==> src/rtl/intersection_ctrl.sv <==
// ----------------------------------------------------------------------------
// intersection_ctrl
//
// Sequencer for a two-way (NS / EW) intersection. Cycles green -> yellow ->
// all-red between the two directions, never lets both heads be non-red, and
// serves latched pedestrian requests with a walk phase inserted at an all-red.
// A pending request shortens the running green once its minimum time is met.
// Lamp outputs are a Moore decode of the state register.
//
// Optional feature (compile-time macro NIGHT_FLASH_EN):
//   When defined, night_mode diverts the all-red exit into a FLASH state in
//   which NS yellow and EW red blink with a half-period of T_FLASH cycles.
//   When undefined, night_mode is ignored and FLASH is unreachable.
//
// Ports:
//   clk          clock
//   rstn         asynchronous active-low reset
//   ped_req      pedestrian button, any high cycle registers a request
//   night_mode   night flash request (only with NIGHT_FLASH_EN)
//   ns_red/ns_yellow/ns_green   NS head lamp enables
//   ew_red/ew_yellow/ew_green   EW head lamp enables
//   walk         pedestrian walk lamp
//   ped_pending  registered pedestrian request outstanding
// ----------------------------------------------------------------------------
module intersection_ctrl #(
    parameter int CW          = 8,
    parameter int T_GREEN_NS  = 20,
    parameter int T_GREEN_EW  = 20,
    parameter int T_YELLOW    = 4,
    parameter int T_RED       = 2,
    parameter int T_WALK      = 10,
    parameter int T_MIN_GREEN = 8,
    parameter int T_FLASH     = 5
) (
    input  logic clk,
    input  logic rstn,
    input  logic ped_req,
    input  logic night_mode,
    output logic ns_red,
    output logic ns_yellow,
    output logic ns_green,
    output logic ew_red,
    output logic ew_yellow,
    output logic ew_green,
    output logic walk,
    output logic ped_pending
);

    typedef enum logic [2:0] {
        NS_G  = 3'd0,
        NS_Y  = 3'd1,
        RED_A = 3'd2,
        EW_G  = 3'd3,
        EW_Y  = 3'd4,
        RED_B = 3'd5,
        WALK  = 3'd6,
        FLASH = 3'd7
    } state_t;

    // Terminal counts: a state of duration T holds cnt = 0 .. T-1.
    localparam logic [CW-1:0] LAST_G_NS = CW'(T_GREEN_NS - 1);
    localparam logic [CW-1:0] LAST_G_EW = CW'(T_GREEN_EW - 1);
    localparam logic [CW-1:0] LAST_Y    = CW'(T_YELLOW - 1);
    localparam logic [CW-1:0] LAST_RED  = CW'(T_RED - 1);
    localparam logic [CW-1:0] LAST_WALK = CW'(T_WALK - 1);
    localparam logic [CW-1:0] LAST_MIN  = CW'(T_MIN_GREEN - 1);

    state_t        state, state_nxt;
    logic [CW-1:0] cnt;
    logic [CW-1:0] cnt_last;
    logic          next_dir, next_dir_nxt;
    logic          enter_walk;

`ifdef NIGHT_FLASH_EN
    localparam logic [CW-1:0] LAST_FLASH = CW'(T_FLASH - 1);
    logic flash_on;
`else
    // night_mode and T_FLASH only matter when the flash feature is built.
    logic unused_flash_cfg;
    assign unused_flash_cfg = night_mode ^ (T_FLASH == 0);
`endif

    assign enter_walk = (state_nxt == WALK) && (state != WALK);

    // ------------------------------------------------------------------
    // State register, dwell counter, direction memory, request latch.
    // NOTE: sequential state uses non-blocking assignments so every
    // register samples the pre-edge values, independent of statement order.
    // ------------------------------------------------------------------
    always_ff @(posedge clk or negedge rstn) begin
        if (!rstn) begin
            state       <= RED_B;
            cnt         <= '0;
            next_dir    <= 1'b0;
            ped_pending <= 1'b0;
        end else begin
            state    <= state_nxt;
            next_dir <= next_dir_nxt;
            // cnt restarts on every state change and on a FLASH half-period wrap.
            cnt      <= ((state_nxt != state) || (cnt == cnt_last)) ? '0 : cnt + 1'b1;
            // Entering WALK absorbs any request arriving on that same edge.
            if (enter_walk)
                ped_pending <= 1'b0;
            else if (ped_req)
                ped_pending <= 1'b1;
        end
    end

`ifdef NIGHT_FLASH_EN
    // Blink phase: forced on at FLASH entry, toggles at each half-period wrap.
    always_ff @(posedge clk or negedge rstn) begin
        if (!rstn)
            flash_on <= 1'b0;
        else if ((state_nxt == FLASH) && (state != FLASH))
            flash_on <= 1'b1;
        else if ((state == FLASH) && (cnt == LAST_FLASH))
            flash_on <= ~flash_on;
    end
`endif

    // ------------------------------------------------------------------
    // Next-state logic.
    // NOTE: every output of this block gets a default first, so no path
    // through the case can leave a value unassigned and infer a latch.
    // ------------------------------------------------------------------
    always_comb begin
        state_nxt    = state;
        next_dir_nxt = next_dir;
        cnt_last     = LAST_RED;
        case (state)
            NS_G: begin
                cnt_last = LAST_G_NS;
                if ((cnt == LAST_G_NS) || (ped_pending && (cnt >= LAST_MIN)))
                    state_nxt = NS_Y;
            end
            NS_Y: begin
                cnt_last = LAST_Y;
                if (cnt == LAST_Y) begin
                    state_nxt    = RED_A;
                    next_dir_nxt = 1'b1;
                end
            end
            EW_G: begin
                cnt_last = LAST_G_EW;
                if ((cnt == LAST_G_EW) || (ped_pending && (cnt >= LAST_MIN)))
                    state_nxt = EW_Y;
            end
            EW_Y: begin
                cnt_last = LAST_Y;
                if (cnt == LAST_Y) begin
                    state_nxt    = RED_B;
                    next_dir_nxt = 1'b0;
                end
            end
            RED_A, RED_B: begin
                cnt_last = LAST_RED;
                if (cnt == LAST_RED) begin
                    if (ped_pending)
                        state_nxt = WALK;
                    else
                        state_nxt = (state == RED_A) ? EW_G : NS_G;
`ifdef NIGHT_FLASH_EN
                    if (night_mode)
                        state_nxt = FLASH;
`endif
                end
            end
            WALK: begin
                cnt_last = LAST_WALK;
                if (cnt == LAST_WALK)
                    state_nxt = next_dir ? EW_G : NS_G;
            end
            FLASH: begin
`ifdef NIGHT_FLASH_EN
                cnt_last = LAST_FLASH;
                // Leave only at the wrap that would turn the lamps back on.
                if ((cnt == LAST_FLASH) && !flash_on && !night_mode) begin
                    state_nxt    = RED_B;
                    next_dir_nxt = 1'b0;
                end
`else
                state_nxt = RED_B;
`endif
            end
        endcase
    end

    // ------------------------------------------------------------------
    // Lamp decode (Moore).
    // ------------------------------------------------------------------
    always_comb begin
        ns_red    = 1'b0;
        ns_yellow = 1'b0;
        ns_green  = 1'b0;
        ew_red    = 1'b0;
        ew_yellow = 1'b0;
        ew_green  = 1'b0;
        walk      = 1'b0;
        case (state)
            NS_G: begin
                ns_green = 1'b1;
                ew_red   = 1'b1;
            end
            NS_Y: begin
                ns_yellow = 1'b1;
                ew_red    = 1'b1;
            end
            EW_G: begin
                ew_green = 1'b1;
                ns_red   = 1'b1;
            end
            EW_Y: begin
                ew_yellow = 1'b1;
                ns_red    = 1'b1;
            end
            RED_A, RED_B: begin
                ns_red = 1'b1;
                ew_red = 1'b1;
            end
            WALK: begin
                ns_red = 1'b1;
                ew_red = 1'b1;
                walk   = 1'b1;
            end
            FLASH: begin
`ifdef NIGHT_FLASH_EN
                ns_yellow = flash_on;
                ew_red    = flash_on;
`else
                ns_red = 1'b1;
                ew_red = 1'b1;
`endif
            end
        endcase
    end

endmodule

==> config.mk <==
export PLATFORM = sky130hd
export DESIGN_NAME = intersection_ctrl
export DESIGN_NICKNAME = d
export VERILOG_FILES = /design/src/rtl/intersection_ctrl.sv
export SDC_FILE = /design/constraint.sdc
export NUM_CORES = 1
export LEC_CHECK = 0
export ABC_AREA = 1
export BUFFER_PORTS_ARGS = -buffer_cell sky130_fd_sc_hd__buf_4
export CAP_MARGIN = 15
export CORE_MARGIN = 2
export CORE_UTILIZATION = 57
export CTS_BUF_LIST = sky130_fd_sc_hd__clkbuf_8
export CTS_CLUSTER_DIAMETER = 30
export DETAILED_ROUTE_END_ITERATION = 10
export HOLD_SLACK_MARGIN = 0.12
export PLACE_DENSITY = 0.87
export SETUP_SLACK_MARGIN = 0.05
export SLEW_MARGIN = 20
export SYNTH_ARGS = -nofsm -noshare
export SYNTH_HDL_FRONTEND = slang
export SYNTH_SLANG_ARGS = --single-unit
==> constraint.sdc <==
create_clock -name clk -period 4.77 [get_ports clk]
set_input_delay 0.7155 -clock clk [delete_from_list [all_inputs] [get_ports clk]]
set_output_delay 0.7155 -clock clk [all_outputs]
set_load 0.01 [all_outputs]
# Word-level counts from Yosys, hierarchy flattened
# Index checks and enable logic that the tools add are counted.
# word_totals
ff_bits	13
inputBits	4
output_inout_bits	8
word_cells	60
# classes
addsub	1
n_lt_le_gt_ge	1
eq_ne	17
n_mux	24
n_reduce_logical	13
# ops
cell	n
$mux 3	7
$pmux 3 s7	1
$eq 3x3->1 const B	5
$pmux 5 s3	1
$reduce_or 6->1	2
$mux 1	11
$add 8x1->8 const B	1
$eq 8x1->1 const B	1
$eq 8x2->1 const B	1
$eq 8x4->1 const B	1
$eq 8x5->1 const B	1
$eq 8x8->1	1
$ge 8x3->1 const B	1
$mux 8	1
$eq 3x2->1 const B	2
$reduce_or 2->1	3
$mux 2	2
$ne 2x2->1 const B	2
$reduce_bool 2->1	2
$eq 3x1->1 const B	1
$logic_not 3->1	1
$ne 3x3->1	1
$ne 3x3->1 const B	1
$reduce_and 3->1	1
3 further kinds	5

# Depth between registers and ports, before layout
# logic_depth
ltp_word	8
ltp_mapped	13
depth_no_buf	13

# Worst setup path before layout
# No wires, ideal clock.
# synth_timing
path_type	register to register
start	reg cnt[1]
end	reg cnt[1]
setup_time_ns	0.072
arrival_ns	1.631
t_required_ns	4.698
path_slack_ns	3.067
stages_incl_launch_ff	13
n_path_buf	0
period_less_slack_ns	1.703
path_cell_list	dfrtp_1 -> inv_1 -> ha_1 -> nand3_1 -> nor2_4 -> nor2_4 -> nor2_2 -> nand2_2 -> o21ai_0 -> nand2_1 -> nor2_2 -> nand2_4 -> nor2_1
# synth_between
elab_chain_cells	8
word_cells_on_any_way	19
classes_between	add/sub (1); order compare (1); eq/ne (6); mux (8); reduce/logical (3)
# synth_rtl
element	line	text
from (decl)	69	logic [CW-1:0] cnt;
from (signal assigned)	100	cnt <= ((state_nxt != state) || (cnt == cnt_last)) ? '0 : cnt + 1'b1;
$ge 8x3->1	133, 145	
$logic_and 1x1->1	133, 145	
$logic_or 1x1->1	133, 145	
$mux 3 (on tied branches)	145, 133	
$pmux 3 s7	130	case (state)
$ne 3x3->1	100	
$logic_or 1x1->1	100	
$mux 8 *	100	
# Every way passes the cells marked *; elsewhere a longest branch is shown, timed or not.
# A chain may end at the register's enable or synchronous reset.

# Worst setup path in the final report
# layout_timing
start	reg state[0]
end	out ew_red
# layout_between
elab_chain_cells	3
word_cells_on_any_way	8
classes_between	eq/ne (5); mux (1); reduce/logical (2)
# layout_rtl
element	line	text
from (decl)	68	state_t state, state_nxt;
from (signal assigned)	97	state <= state_nxt;
$eq 3x2->1, or another cell as far along	199	case (state)
$reduce_or 6->1 (no source line) *	-	
$mux 1 *	199	
to (decl)	42	output logic ew_red,
# Marks and branches as above.

==> results.py <==
metrics = {
    "sta": {
        "period_needed_ps": 2130,
        "slew_headroom_pct": 76.2,
        "fin_ws_ps": 2640,
        "worst_pin_slew_ps": 357,
        "setup-tns-final_ps": 0,
        "max_freq_mhz": 469,
        "maxSlewViolCount": 0,
        "fin_crit_sh_pct": 44.7,
        "final_hold_viol_count": 0,
        "setup_viol_count_final": 0,
        "fin_skew_ps": 3.12,
        "rsz0062_at_grt": "no",
    },
    "clock_tree": {
        "cts_setup_buffers": 0,
        "cts_resized": 0,
        "htreeDepth": 1,
        "cts.path.max_buffers": 2,
        "cts_sinks": 13,
        "cts_tree": "yes",
        "cts_made_buffers": 3,
        "clk_latency_ps": 250,
        "cts.clk_slew.worst_paths_ps": 60,
        "cts_hold_buf": 0,
        "root_buffer": "clkbuf_8",
    },
    "grt": {
        "grt_pass1_vias": 1005,
        "grt_use_total_pct": 23.2,
        "grt_pass1_wl_um": 4380,
        "grt_max_degree": 14,
        "globalRoute.totalOverflow": 0,
        "antenna_found_initial": 0,
    },
    "power": {
        "leakage_nw": 0.673,
        "p_per_area_nw_per_um2": 531,
        "peakVddDrop_mv": 0.362,
    },
    "routing": {
        "drt-pass1-iter-count": 4,
        "vias_per_cell": 5.14,
        "remaining_drc_errors": 0,
        "drt_iter0_markers": 40,
        "vias": 1049,
        "totalWireLength_um": 2420,
        "wl_per_cell_um": 11.9,
        "ant_nets": 0,
    },
    "yosys": {
        "synth-compound-area-share_pct": 6.80,
        "synth_top_family_by_area": "simple AND/OR/NAND/NOR gates",
        "syn_nets": 170,
        "synth_cell_types": 26,
        "yosys.area_share.simple_pct": 47.0,
        "synth_area_um2": 1120,
        "synth_fa_ha_area_share_pct": 2.23,
        "ys_seq_elements": 13,
        "netlist_instances": 164,
        "yosys.area_share.xor_xnor_pct": 3.90,
        "yosysSeqAreaShare_pct": 29.2,
        "synthMuxAreaShare_pct": 0,
        "ys_warn_count": 0,
        "post_synth.cell_area_avg_um2": 6.84,
    },
    "job": {
        "cap_violations": 0,
    },
    "die": {
        "ioPinCount": 12,
        "core_um2": 1900,
        "die_area_um2": 2340,
        "start_util_pct": 59.0,
        "die_x_um": 48.4,
        "rows": 16,
        "die_y_um": 48.4,
    },
    "layout": {
        "drive_above_1_share_pct": 24.3,
        "area_growth_pct": 12.8,
        "finalNetCount": 184,
        "design_area_um2": 1270,
        "antenna_cells": 0,
        "layout_common_cells": "nand2_1 (34), inv_1 (25), nand3_1 (18)",
        "layout_commonest_cell": "nand2_1",
    },
    "worst_setup_path": {
        "endpoint_kind": "primary output",
        "worstPathCellList": "inv_2 -> nand2_4 -> inv_1 -> nor2_1 -> nand2_1 -> buf_4",
        "crit_slowest_cell": "dfstp_2",
        "critical_path_class": "reg2out",
        "slowest_delay_ps": 570,
        "path_max_fanout": 9,
        "critPathArrivalTime_ps": 1420,
        "r2r-end": "cnt[1]$_DFF_PN0_",
        "startpoint_type": "flip-flop",
        "ff2ff_path_depth": 12,
        "r2r-start": "cnt[1]$_DFF_PN0_",
        "cp.required_ps": 4050,
        "reg2reg_slack_ps": 2790,
    },
    "place": {
        "dp_hpwl_um": 1910,
        "dpl_worst_slack_ps": 2790,
        "place_area_um2": 1220,
        "io_buffer_count": 10,
        "routabilityCongestion": 0.913,
    },
    "worst_hold_path": {
        "holdCritPathClass": "in2async",
    },
    "outcome": {
        "outcome": "finished clean",
    },
}
==> synth_stat cells (all sizes together) <==
| master | number | area [µm²] |
|---|---|---|
| xnor2 | 1 | 8.76 |
| nand2 | 39 | 174 |
| a21oi | 1 | 5.00 |
| buf | 1 | 11.3 |
| dfrtp | 11 | 275 |
| nor3 | 5 | 25.0 |
| nor2 | 33 | 198 |
| nand3 | 19 | 100 |
| o21ai | 12 | 63.8 |
| dfstp | 2 | 52.6 |
| inv | 28 | 110 |
| xor2 | 4 | 35.0 |
| ha | 2 | 25.0 |
| or2 | 1 | 6.26 |
| o21bai | 1 | 7.51 |
| nand4 | 4 | 25.0 |
==> cell type report <==
cell class / instances / area (µm²)
repair buffers: 10 / 75.1
flip-flops and latches: 13 / 328
clock inverters: 1 / 5.00
inverters: 28 / 110
clock buffers: 3 / 41.3
fillers: 147 / 636
multi-input cells: 122 / 673
well taps: 27 / 33.8
==> worst max path at each step <==
stage,startpoint,endpoint,slack [ps],depth (start not counted)
2_1_floorplan,cnt[1]$_DFF_PN0_,cnt[1]$_DFF_PN0_,3070,12
6_report,state[0]$_DFF_PN1_,ew_red,2640,6
5_1_grt,state[0]$_DFF_PN1_,ew_red,2570,6
3_3_place_gp,cnt[0]$_DFF_PN0_,cnt[1]$_DFF_PN0_,2900,12
3_5_place_dp,cnt[1]$_DFF_PN0_,cnt[4]$_DFF_PN0_,2790,12
4_1_cts,state[0]$_DFF_PN1_,ew_red,2640,6
==> registers in the layout (all words and copies together) (netlist names) <==
| name | flops |
|---|---|
| cnt | 8 |
| state | 3 |
| next_dir | 1 |
| ped_pending | 1 |
==> cells by family (layout without fill, tap and decap cells) <==
kind of cell / count (synthesis) / after routing
simple gates: 101 / 101
buf+inv: 29 / 42
compound gates: 14 / 14
flops: 13 / 13
xor+xnor: 5 / 5
fa+ha+maj: 2 / 2
==> per-stage QoR <==
step / std cells / total power, W / hold WS [ps] / utilization (%)
floorplan: 164 / 0.000472 / 420 / -
global placement: 200 / 0.000554 / 504 / 64.1
detailed placement: 200 / 0.000565 / 520 / 64.1
CTS: 204 / 0.000671 / 307 / 66.6
global route: 204 / 0.000729 / 316 / 66.6
finish: 204 / 0.000672 / 296 / 66.6
==> worst max-delay path, delay by kind of cell (launching register included) <==
| family | cells | cell delay, ps |
|---|---|---|
| buffers and inverters | 3 | 300 |
| DFF | 1 | 570 |
| and+or+nand+nor | 3 | 290 |
==> metal layers <==
| metal | vias to the layer above | track usage [%] | part of all wire, % |
|---|---|---|---|
| li1 | 544 | - | - |
| met1 | 465 | 31.3 | 45 |
| met2 | 37 | 40.0 | 48 |
| met3 | 3 | 3.09 | 6.7 |
| met4 | 0 | 4.76 | 0.87 |
| met5 | - | 0 | 0 |
==> where the power goes <==
part | leakage (nW) | internal, W | switching (W)
Combinational | 0.485 | 0.000142 | 0.000250
Clock | 0.0255 | 0.0000579 | 0.0000439
Sequential | 0.162 | 0.000141 | 0.0000361
Power figures use the tool's default switching activity.
